File: config.mk
export PLATFORM = sky130hd
export DESIGN_NAME = mdu_ctrl
export DESIGN_NICKNAME = d
export VERILOG_FILES = /design/src/rtl/mdu_ctrl_pkg.sv /design/src/rtl/mdu_div_core.sv /design/src/rtl/mdu_ctrl.sv
export SDC_FILE = /design/constraint.sdc
export NUM_CORES = 2
export LEC_CHECK = 0
export CORE_MARGIN = 2
export CORE_UTILIZATION = 25
export DETAILED_ROUTE_END_ITERATION = 10
export GPL_ROUTABILITY_DRIVEN = 0
export SLEW_MARGIN = 10
export SYNTH_ARGS = -nofsm -noshare
export SYNTH_HDL_FRONTEND = slang
export SYNTH_HIERARCHICAL = 1
export SYNTH_SLANG_ARGS = --single-unit
File: constraint.sdc
create_clock -name clk -period 18.5 [get_ports clk]
set_input_delay 3.7 -clock clk [delete_from_list [all_inputs] [get_ports clk]]
set_output_delay 3.7 -clock clk [all_outputs]
set_load 0.005 [all_outputs]
File: src/rtl/mdu_ctrl_pkg.sv
// Shared encodings for the multiply/divide sequencer: operation codes, FSM states
// and small decode helpers used by the control block.
package mdu_ctrl_pkg;

  typedef enum logic [1:0] {
    MDU_MULT  = 2'd0,
    MDU_MULTU = 2'd1,
    MDU_DIV   = 2'd2,
    MDU_DIVU  = 2'd3
  } mdu_op_e;

  typedef enum logic [2:0] {
    MDU_IDLE    = 3'd0,
    MDU_MUL     = 3'd1,
    MDU_DIV_RUN = 3'd2,
    MDU_FIX     = 3'd3,
    MDU_DZERO   = 3'd4,
    MDU_DONE    = 3'd5
  } mdu_state_e;

  function automatic logic opIsDiv(input mdu_op_e o);
    return (o == MDU_DIV) || (o == MDU_DIVU);
  endfunction

  function automatic logic opIsSigned(input mdu_op_e o);
    return (o == MDU_MULT) || (o == MDU_DIV);
  endfunction

endpackage

File: src/rtl/mdu_div_core.sv
// One restoring division step on magnitudes: shift the partial remainder left by one
// dividend bit, trial-subtract the divisor and keep the difference only if it did not borrow.
module mdu_div_core #(
  parameter int WIDTH = 32
) (
  input  logic [WIDTH-1:0] rem_i,
  input  logic [WIDTH-1:0] quot_i,
  input  logic [WIDTH-1:0] divisor_i,
  output logic [WIDTH-1:0] rem_o,
  output logic [WIDTH-1:0] quot_o
);

  logic [WIDTH:0] remShift;
  logic [WIDTH:0] trial;

  // The partial remainder stays below the divisor, so the shifted value fits in WIDTH+1
  // bits and the top bit of the trial difference is a clean borrow flag.
  always_comb begin
    remShift = {rem_i, quot_i[WIDTH-1]};
    trial    = remShift - {1'b0, divisor_i};
    if (!trial[WIDTH]) begin
      rem_o  = trial[WIDTH-1:0];
      quot_o = {quot_i[WIDTH-2:0], 1'b1};
    end else begin
      rem_o  = remShift[WIDTH-1:0];
      quot_o = {quot_i[WIDTH-2:0], 1'b0};
    end
  end

endmodule

File: src/rtl/mdu_ctrl.sv
// Multi-cycle MULT/MULTU/DIV/DIVU sequencer: latches operands on start, stalls the pipe
// while busy and writes {hi,lo} with a one-cycle done pulse.
module mdu_ctrl
  import mdu_ctrl_pkg::*;
#(
  parameter int WIDTH       = 32,
  parameter int MUL_LATENCY = 2
) (
  input  logic             clk,
  input  logic             rst,
  input  logic             start,
  input  logic [1:0]       op,
  input  logic [WIDTH-1:0] src_a,
  input  logic [WIDTH-1:0] src_b,
  input  logic             flush,
  output logic             stall,
  output logic             done,
  output logic [WIDTH-1:0] hi,
  output logic [WIDTH-1:0] lo
);

  localparam int CNT_MAX = (WIDTH > MUL_LATENCY) ? WIDTH : MUL_LATENCY;
  localparam int CNT_W   = $clog2(CNT_MAX + 1);
  localparam int CHAIN   = (MUL_LATENCY > 1) ? MUL_LATENCY - 1 : 1;

  mdu_state_e       state_q;
  mdu_op_e          op_q;
  logic [CNT_W-1:0] count_q;
  logic [WIDTH-1:0] a_q;
  logic [WIDTH-1:0] b_q;
  logic [WIDTH-1:0] rem_q;
  logic [WIDTH-1:0] quot_q;
  logic [WIDTH-1:0] divisor_q;
  logic             negQuot_q;
  logic             negRem_q;
  logic             done_q;
  logic [WIDTH-1:0] hi_q;
  logic [WIDTH-1:0] lo_q;

  logic [2*WIDTH-1:0] prodChain_q [CHAIN];
  logic [2*WIDTH-1:0] prod_d;
  logic [2*WIDTH-1:0] prodFinal;
  logic [WIDTH-1:0]   rem_d;
  logic [WIDTH-1:0]   quot_d;
  logic [WIDTH-1:0]   quotFixed;
  logic [WIDTH-1:0]   remFixed;
  logic [WIDTH-1:0]   aMag;
  logic [WIDTH-1:0]   bMag;
  logic               reqSigned;
  logic               aNeg;
  logic               bNeg;
  logic               mulSigned;
  logic               idleOrDone;
  logic               busy;

  mdu_div_core #(
    .WIDTH(WIDTH)
  ) u_div_core (
    .rem_i    (rem_q),
    .quot_i   (quot_q),
    .divisor_i(divisor_q),
    .rem_o    (rem_d),
    .quot_o   (quot_d)
  );

  // Stall is combinational from start so the instruction holds in EX on the accept cycle;
  // it drops in DONE so EX advances together with the done pulse.
  always_comb begin
    idleOrDone = (state_q == MDU_IDLE) || (state_q == MDU_DONE);
    busy       = (state_q == MDU_MUL) || (state_q == MDU_DIV_RUN) ||
                 (state_q == MDU_FIX) || (state_q == MDU_DZERO);
    stall      = busy || (start && idleOrDone && !flush);

    reqSigned = opIsSigned(mdu_op_e'(op));
    aNeg      = reqSigned && src_a[WIDTH-1];
    bNeg      = reqSigned && src_b[WIDTH-1];
    aMag      = aNeg ? -src_a : src_a;
    bMag      = bNeg ? -src_b : src_b;

    mulSigned = (op_q == MDU_MULT);
    prod_d    = {{WIDTH{mulSigned && a_q[WIDTH-1]}}, a_q} *
                {{WIDTH{mulSigned && b_q[WIDTH-1]}}, b_q};

    quotFixed = negQuot_q ? -quot_q : quot_q;
    remFixed  = negRem_q ? -rem_q : rem_q;
  end

  // hi/lo form the last product stage, so MUL_LATENCY-1 chain registers precede them.
  if (MUL_LATENCY > 1) begin : gChain
    assign prodFinal = prodChain_q[CHAIN-1];
  end else begin : gNoChain
    assign prodFinal = prod_d;
  end

  always_ff @(posedge clk or posedge rst) begin
    if (rst) begin
      for (int i = 0; i < CHAIN; i++) prodChain_q[i] <= '0;
    end else if (state_q == MDU_MUL) begin
      prodChain_q[0] <= prod_d;
      for (int i = 1; i < CHAIN; i++) prodChain_q[i] <= prodChain_q[i-1];
    end
  end

  always_ff @(posedge clk or posedge rst) begin
    if (rst) begin
      state_q   <= MDU_IDLE;
      op_q      <= MDU_MULT;
      count_q   <= '0;
      a_q       <= '0;
      b_q       <= '0;
      rem_q     <= '0;
      quot_q    <= '0;
      divisor_q <= '0;
      negQuot_q <= 1'b0;
      negRem_q  <= 1'b0;
      done_q    <= 1'b0;
      hi_q      <= '0;
      lo_q      <= '0;
    end else begin
      done_q <= 1'b0;
      if (flush) begin
        state_q <= MDU_IDLE;
      end else begin
        case (state_q)
          MDU_IDLE, MDU_DONE: begin
            if (start) begin
              op_q      <= mdu_op_e'(op);
              a_q       <= src_a;
              b_q       <= src_b;
              count_q   <= '0;
              rem_q     <= '0;
              quot_q    <= aMag;
              divisor_q <= bMag;
              negQuot_q <= aNeg ^ bNeg;
              negRem_q  <= aNeg;
              if (!opIsDiv(mdu_op_e'(op)))
                state_q <= MDU_MUL;
              else if (src_b == '0)
                state_q <= MDU_DZERO;
              else
                state_q <= MDU_DIV_RUN;
            end else begin
              state_q <= MDU_IDLE;
            end
          end
          MDU_MUL: begin
            count_q <= count_q + 1'b1;
            if (count_q == CNT_W'(MUL_LATENCY - 1)) begin
              hi_q    <= prodFinal[2*WIDTH-1:WIDTH];
              lo_q    <= prodFinal[WIDTH-1:0];
              done_q  <= 1'b1;
              state_q <= MDU_DONE;
            end
          end
          MDU_DIV_RUN: begin
            rem_q   <= rem_d;
            quot_q  <= quot_d;
            count_q <= count_q + 1'b1;
            if (count_q == CNT_W'(WIDTH - 1))
              state_q <= MDU_FIX;
          end
          MDU_FIX: begin
            hi_q    <= remFixed;
            lo_q    <= quotFixed;
            done_q  <= 1'b1;
            state_q <= MDU_DONE;
          end
          MDU_DZERO: begin
            hi_q    <= a_q;
            lo_q    <= '1;
            done_q  <= 1'b1;
            state_q <= MDU_DONE;
          end
          default: state_q <= MDU_IDLE;
        endcase
      end
    end
  end

  assign done = done_q;
  assign hi   = hi_q;
  assign lo   = lo_q;

endmodule
# Word level (Yosys, flattened, before mapping)
# Index checks and enable logic that the tools add are counted.
# W data, S select, Z words.
totals:
  reg_bits: 302
  inputBits: 70
  out_inout_bits: 66
  word_cells: 91
op_classes:
  n_addsub: 6
  n_mul: 1
  n_eq_ne: 13
  n_mux: 26
  bitwise_logic: 2
  reduce_logical: 29
ops:
  columns: ["operator", "count"]
  rows:
  - ["$mux W32", 9]
  - ["$pmux W32 S3", 2]
  - ["$neg A32 Y32", 4]
  - ["$pmux W32 S2", 2]
  - ["$mul A33 B33 Y64", 1]
  - ["$sub A33 B32 Y33", 1]
  - ["$logic_not A32 Y1", 1]
  - ["$mux W3", 6]
  - ["$pmux W3 S4", 1]
  - ["$pmux W6 S2", 1]
  - ["$reduce_and A3 Y1", 4]
  - ["$logic_or A1 B1 Y1", 7]
  - ["$add A6 B1 Y6 const B", 1]
  - ["$eq A3 B2 Y1 const B", 2]
  - ["$eq A3 B3 Y1 const B", 2]
  - ["$eq A6 B1 Y1 const B", 1]
  - ["$eq A6 B5 Y1 const B", 1]
  - ["$logic_and A1 B1 Y1", 6]
  - ["$mux W6", 1]
  - ["$ne A3 B2 Y1 const B", 2]
  - ["$reduce_or A2 Y1", 3]
  - ["$eq A2 B2 Y1 const B", 2]
  - ["$logic_not A2 Y1", 2]
  - ["$reduce_bool A2 Y1", 2]
  - ["11 further kinds", 13]

# Logic depth before layout (Yosys ltp)
logic_depth:
  depth_word: 6
  ltp_mapped: 31
  ltp_nobuf: 28

# Hierarchy
# Netlist, hierarchy kept.
modules_own_cells:
  columns: ["mod", "n_inst", "cells_per_inst", "area_each_um2", "seq_area_each_um2"]
  rows:
  - ["mdu_ctrl", 1, 5980, 52713.1, 7532.2]
  - ["mdu_div_core", 1, 336, 2591.2, 0.0]

# Worst setup path before layout
# No wires, ideal clock.
synth_path:
  kind: "input to output"
  from: "in flush"
  to: "out stall"
  t_arrival_ns: 4.926
  required_time_ns: 14.800
  slack_ns: 9.874
  cell_stages: 6
  n_path_buf: 4
  path_cell_list: "clkbuf_1 -> nand2b_1 -> clkbuf_1 -> clkbuf_1 -> clkbuf_1 -> nand2_1"
synth_via:
  elab_chain_len: 3
synth_lines:
  columns: ["item", "line_no", "source"]
  rows:
  - ["from (decl)", "mdu_ctrl.sv:15", "input logic flush,"]
  - ["$logic_not A1 Y1", "mdu_ctrl.sv:72", "stall = busy || (start && idleOrDone && !flush);"]
  - ["$logic_and A1 B1 Y1", "mdu_ctrl.sv:72", null]
  - ["$logic_or A1 B1 Y1", "mdu_ctrl.sv:72", null]
  - ["to (decl)", "mdu_ctrl.sv:16", "output logic stall,"]
# Every way passes these cells.

# Worst setup path after layout
layout_path:
  from: "in start"
  to: "out stall"
layout_via:
  elab_chain_len: 3
layout_lines:
  columns: ["item", "line_no", "source"]
  rows:
  - ["from (decl)", "mdu_ctrl.sv:11", "input logic start,"]
  - ["$logic_and A1 B1 Y1 (2 in a row)", "mdu_ctrl.sv:72", null]
  - ["$logic_or A1 B1 Y1", "mdu_ctrl.sv:72", null]
# Every way passes these cells.

==> flow_summary.toml <==
[logic_synthesis]
ys_seq_elements = 301
synth_compound_area_frac = 0.0826
yosysTopAreaCell = "fa_1"
yosysSeqAreaShare = 0.136
async_flop_share = 1.00
synth_top_family_by_area = "adder cells"
synth_xor_area_frac = 0.0328
syn_nets = 7762
ys_warn_count = 6
ys.flop_type = "dfrtp_1"
synthMuxAreaShare = 0.00710
synth_top_area_share = 0.408
synthAdderAreaFrac = 0.464
synth.most_common_cell = "nand2_1"
avgSynthCellArea_sq_um = 8.76
ys_top_cells_by_count = "nand2_1 (1318), inv_1 (1248), fa_1 (1126)"
synth_simple_gate_area_frac = 0.160
yosysUniqueCellTypes = 92
yosys-top-cells-area = "fa_1 (41%), dfrtp_1 (14%), nand2_1 (8.9%)"
syn_area_sq_um = 55300
synth_cells = 6316
synth-edff-count = 0

[sta]
setup_viol = 0
rsz0062_at_grt = "false"
hold_violations = 0
final_max_slew_viol_count = 0
slew_headroom = 0.258
finalSetupTns_ns = 0
tightestPinTransition_ns = 1.11
max_freq_ghz = 0.102
period_minus_slack_ns = 9.84
finalCritPeriodShare = 0.532
clock_skew_ns = 0.0279

[worst_setup_path]
slowest_delay_ns = 0.70
worstSetupPathType = "in2out"
cp.depth = 5
crit_arrival_ns = 6.14
endpoint_kind = "output pin"
reg2reg_depth = 23
cp_common_cell = "clkdlybuf4s50_1"
cp.required_ns = 14.80
path_max_fanout = 50
cp-start-kind = "input pin"
crit_family = "simple AND/OR/NAND/NOR gates"
cp_cell_sequence = "clkdlybuf4s50_1 -> nor4b_1 -> nand2b_4 -> nand2_1 -> clkdlybuf4s50_1"
cp_slowest_cell = "nor4b_1"
worst-path-buf-inv = 2

[placement]
dp_hpwl_mm = 125
placed_cell_area_sq_um = 59300
portBuffers = 135

[die]
die_x_um = 474
rows = 172
num_io_pins = 136
initial_core_util = 0.252
die_h_um = 474
die_area_sq_um = 225000
coreArea_sq_um = 220000

[layout]
flow.area_growth_from_synthesis_pct = 9.13
utilization = 0.275
fillers = 23400
drive_above_1_share = 0.0346
fin_area_sq_um = 60400
nets = 7609

[route]
vias_per_cell = 4.66
drt_iter0_markers = 3083
drt-total-wl_mm = 160
wire_per_inst_um = 17.5
drtPass1Iterations = 6
vias = 42600
drc = 0
postRouteAntennaNets = 0

[global_routing]
grt_use_total = 0.143
grt_max_degree = 130
antenna_found_initial = 7
grt_overflow = 0
met2_usage = 0.241
top_usage_layer = "met2"
met1_usage = 0.191
grt_pass1_wl_mm = 255
grt.met3_usage = 0.0240
grt_pass1_vias = 44600

[hold_path]
hold_depth = 2
hp-class = "reg2reg"

[clock_tree]
cts_resized = 0
ctsLongestPathBuffers = 3
clkTransAtPathRegs_ns = 0.07
cts_max_level = 1
cts_root_buffer = "clkbuf_16"
post_cts_buffers = 0
cts_buffers = 31
clkSinkCount = 301
insertion_delay_ns = 0.64
ctsHoldBuffers = 0
cts_tree = "built"

[outcome]
status = "finished, final reports clean"

[run]
cap_violations = 0
-- flip-flops by register name (all words and copies together) (netlist names) --
register / count
prodChain_q: 64
divisor_q: 31
state_q: 3
b_q: 32
quot_q: 32
op_q: 2
done: 1
hi: 32
rem_q: 32
negRem_q: 1
negQuot_q: 1
a_q: 32
lo: 32
count_q: 6
-- tightest hold or removal path, stage by stage (launching register included) --
cell and delay (ns):
dfrtp_1 0.35, nand2_1 0.04, o21ai_0 0.06
-- layout make-up --
type	count	area, sq um	area share
timing repair buffer	227	2050	0.0340
antenna	2	5.00	0.0000829
inverter	1249	4700	0.0779
tap	2958	3700	0.0613
sequential	301	7530	0.125
clock buffer	41	843	0.0140
multi-input combinational	4353	41300	0.685
clock inverter	11	168	0.00278
-- placed cells by master, fill, tap and decap left out, types with 41 or more instances in the layout --
| cell | Yosys | layout |
|---|---|---|
| buf_4 | 40 | 91 |
| o21ai_0 | 298 | 297 |
| o31ai_1 | 41 | 41 |
| fa_1 | 1126 | 1126 |
| ha_1 | 250 | 250 |
| a21oi_1 | 144 | 144 |
| clkdlybuf4s50_1 | 0 | 135 |
| nor2_1 | 162 | 159 |
| nand2_1 | 1318 | 1317 |
| a21o_1 | 43 | 43 |
| dfrtp_1 | 301 | 301 |
| xor2_1 | 99 | 99 |
| inv_1 | 1248 | 1247 |
| and2_1 | 276 | 276 |
| xnor2_1 | 108 | 108 |
-- path summary, 6_finish.rpt --
path / start / endpoint / slack, ns
setup / recovery: start / stall / 8.66
hold / removal: lo[11] / lo[11] / 0.48
setup reg to reg: a_q[17] / prodChain_q[61] / 9.18
hold reg to reg: lo[11] / lo[11] / 0.48
max in group asynchronous: rst / rem_q[16] / 12.72
min in group asynchronous: rst / quot_q[6] / 3.69
-- kinds of logic after synthesis --
family                     count (synthesis)
buffers and inverters                   1662
DFF                                      301
AOI/OAI and AO/OA                        741
xor gates and xnor gates                 207
and+or+nand+nor                         2001
muxes                                     28
adders and majority gates               1376
-- through the flow --
stage | instances | setup slack, ns | hold slack (ns)
6_report | 9142 | 8.66 | 0.479
4_1_cts | 9139 | 8.65 | 0.481
3_5_place_dp | 9087 | 8.66 | 0.464
2_1_floorplan | 6316 | 6.48 | 0.440
5_1_grt | 9142 | 8.52 | 0.501
3_3_place_gp | 9087 | 8.81 | 0.454
-- per-layer routing --
metal,routed length (um),vias up
met4,4620,2
met1,65900,22200
met5,11,-
met2,77300,1481
met3,12000,256
li1,-,18700
Power is left out: the tool's default activity adds up to more than one toggle a clock period on the data nets, which glitch-free logic cannot reach.
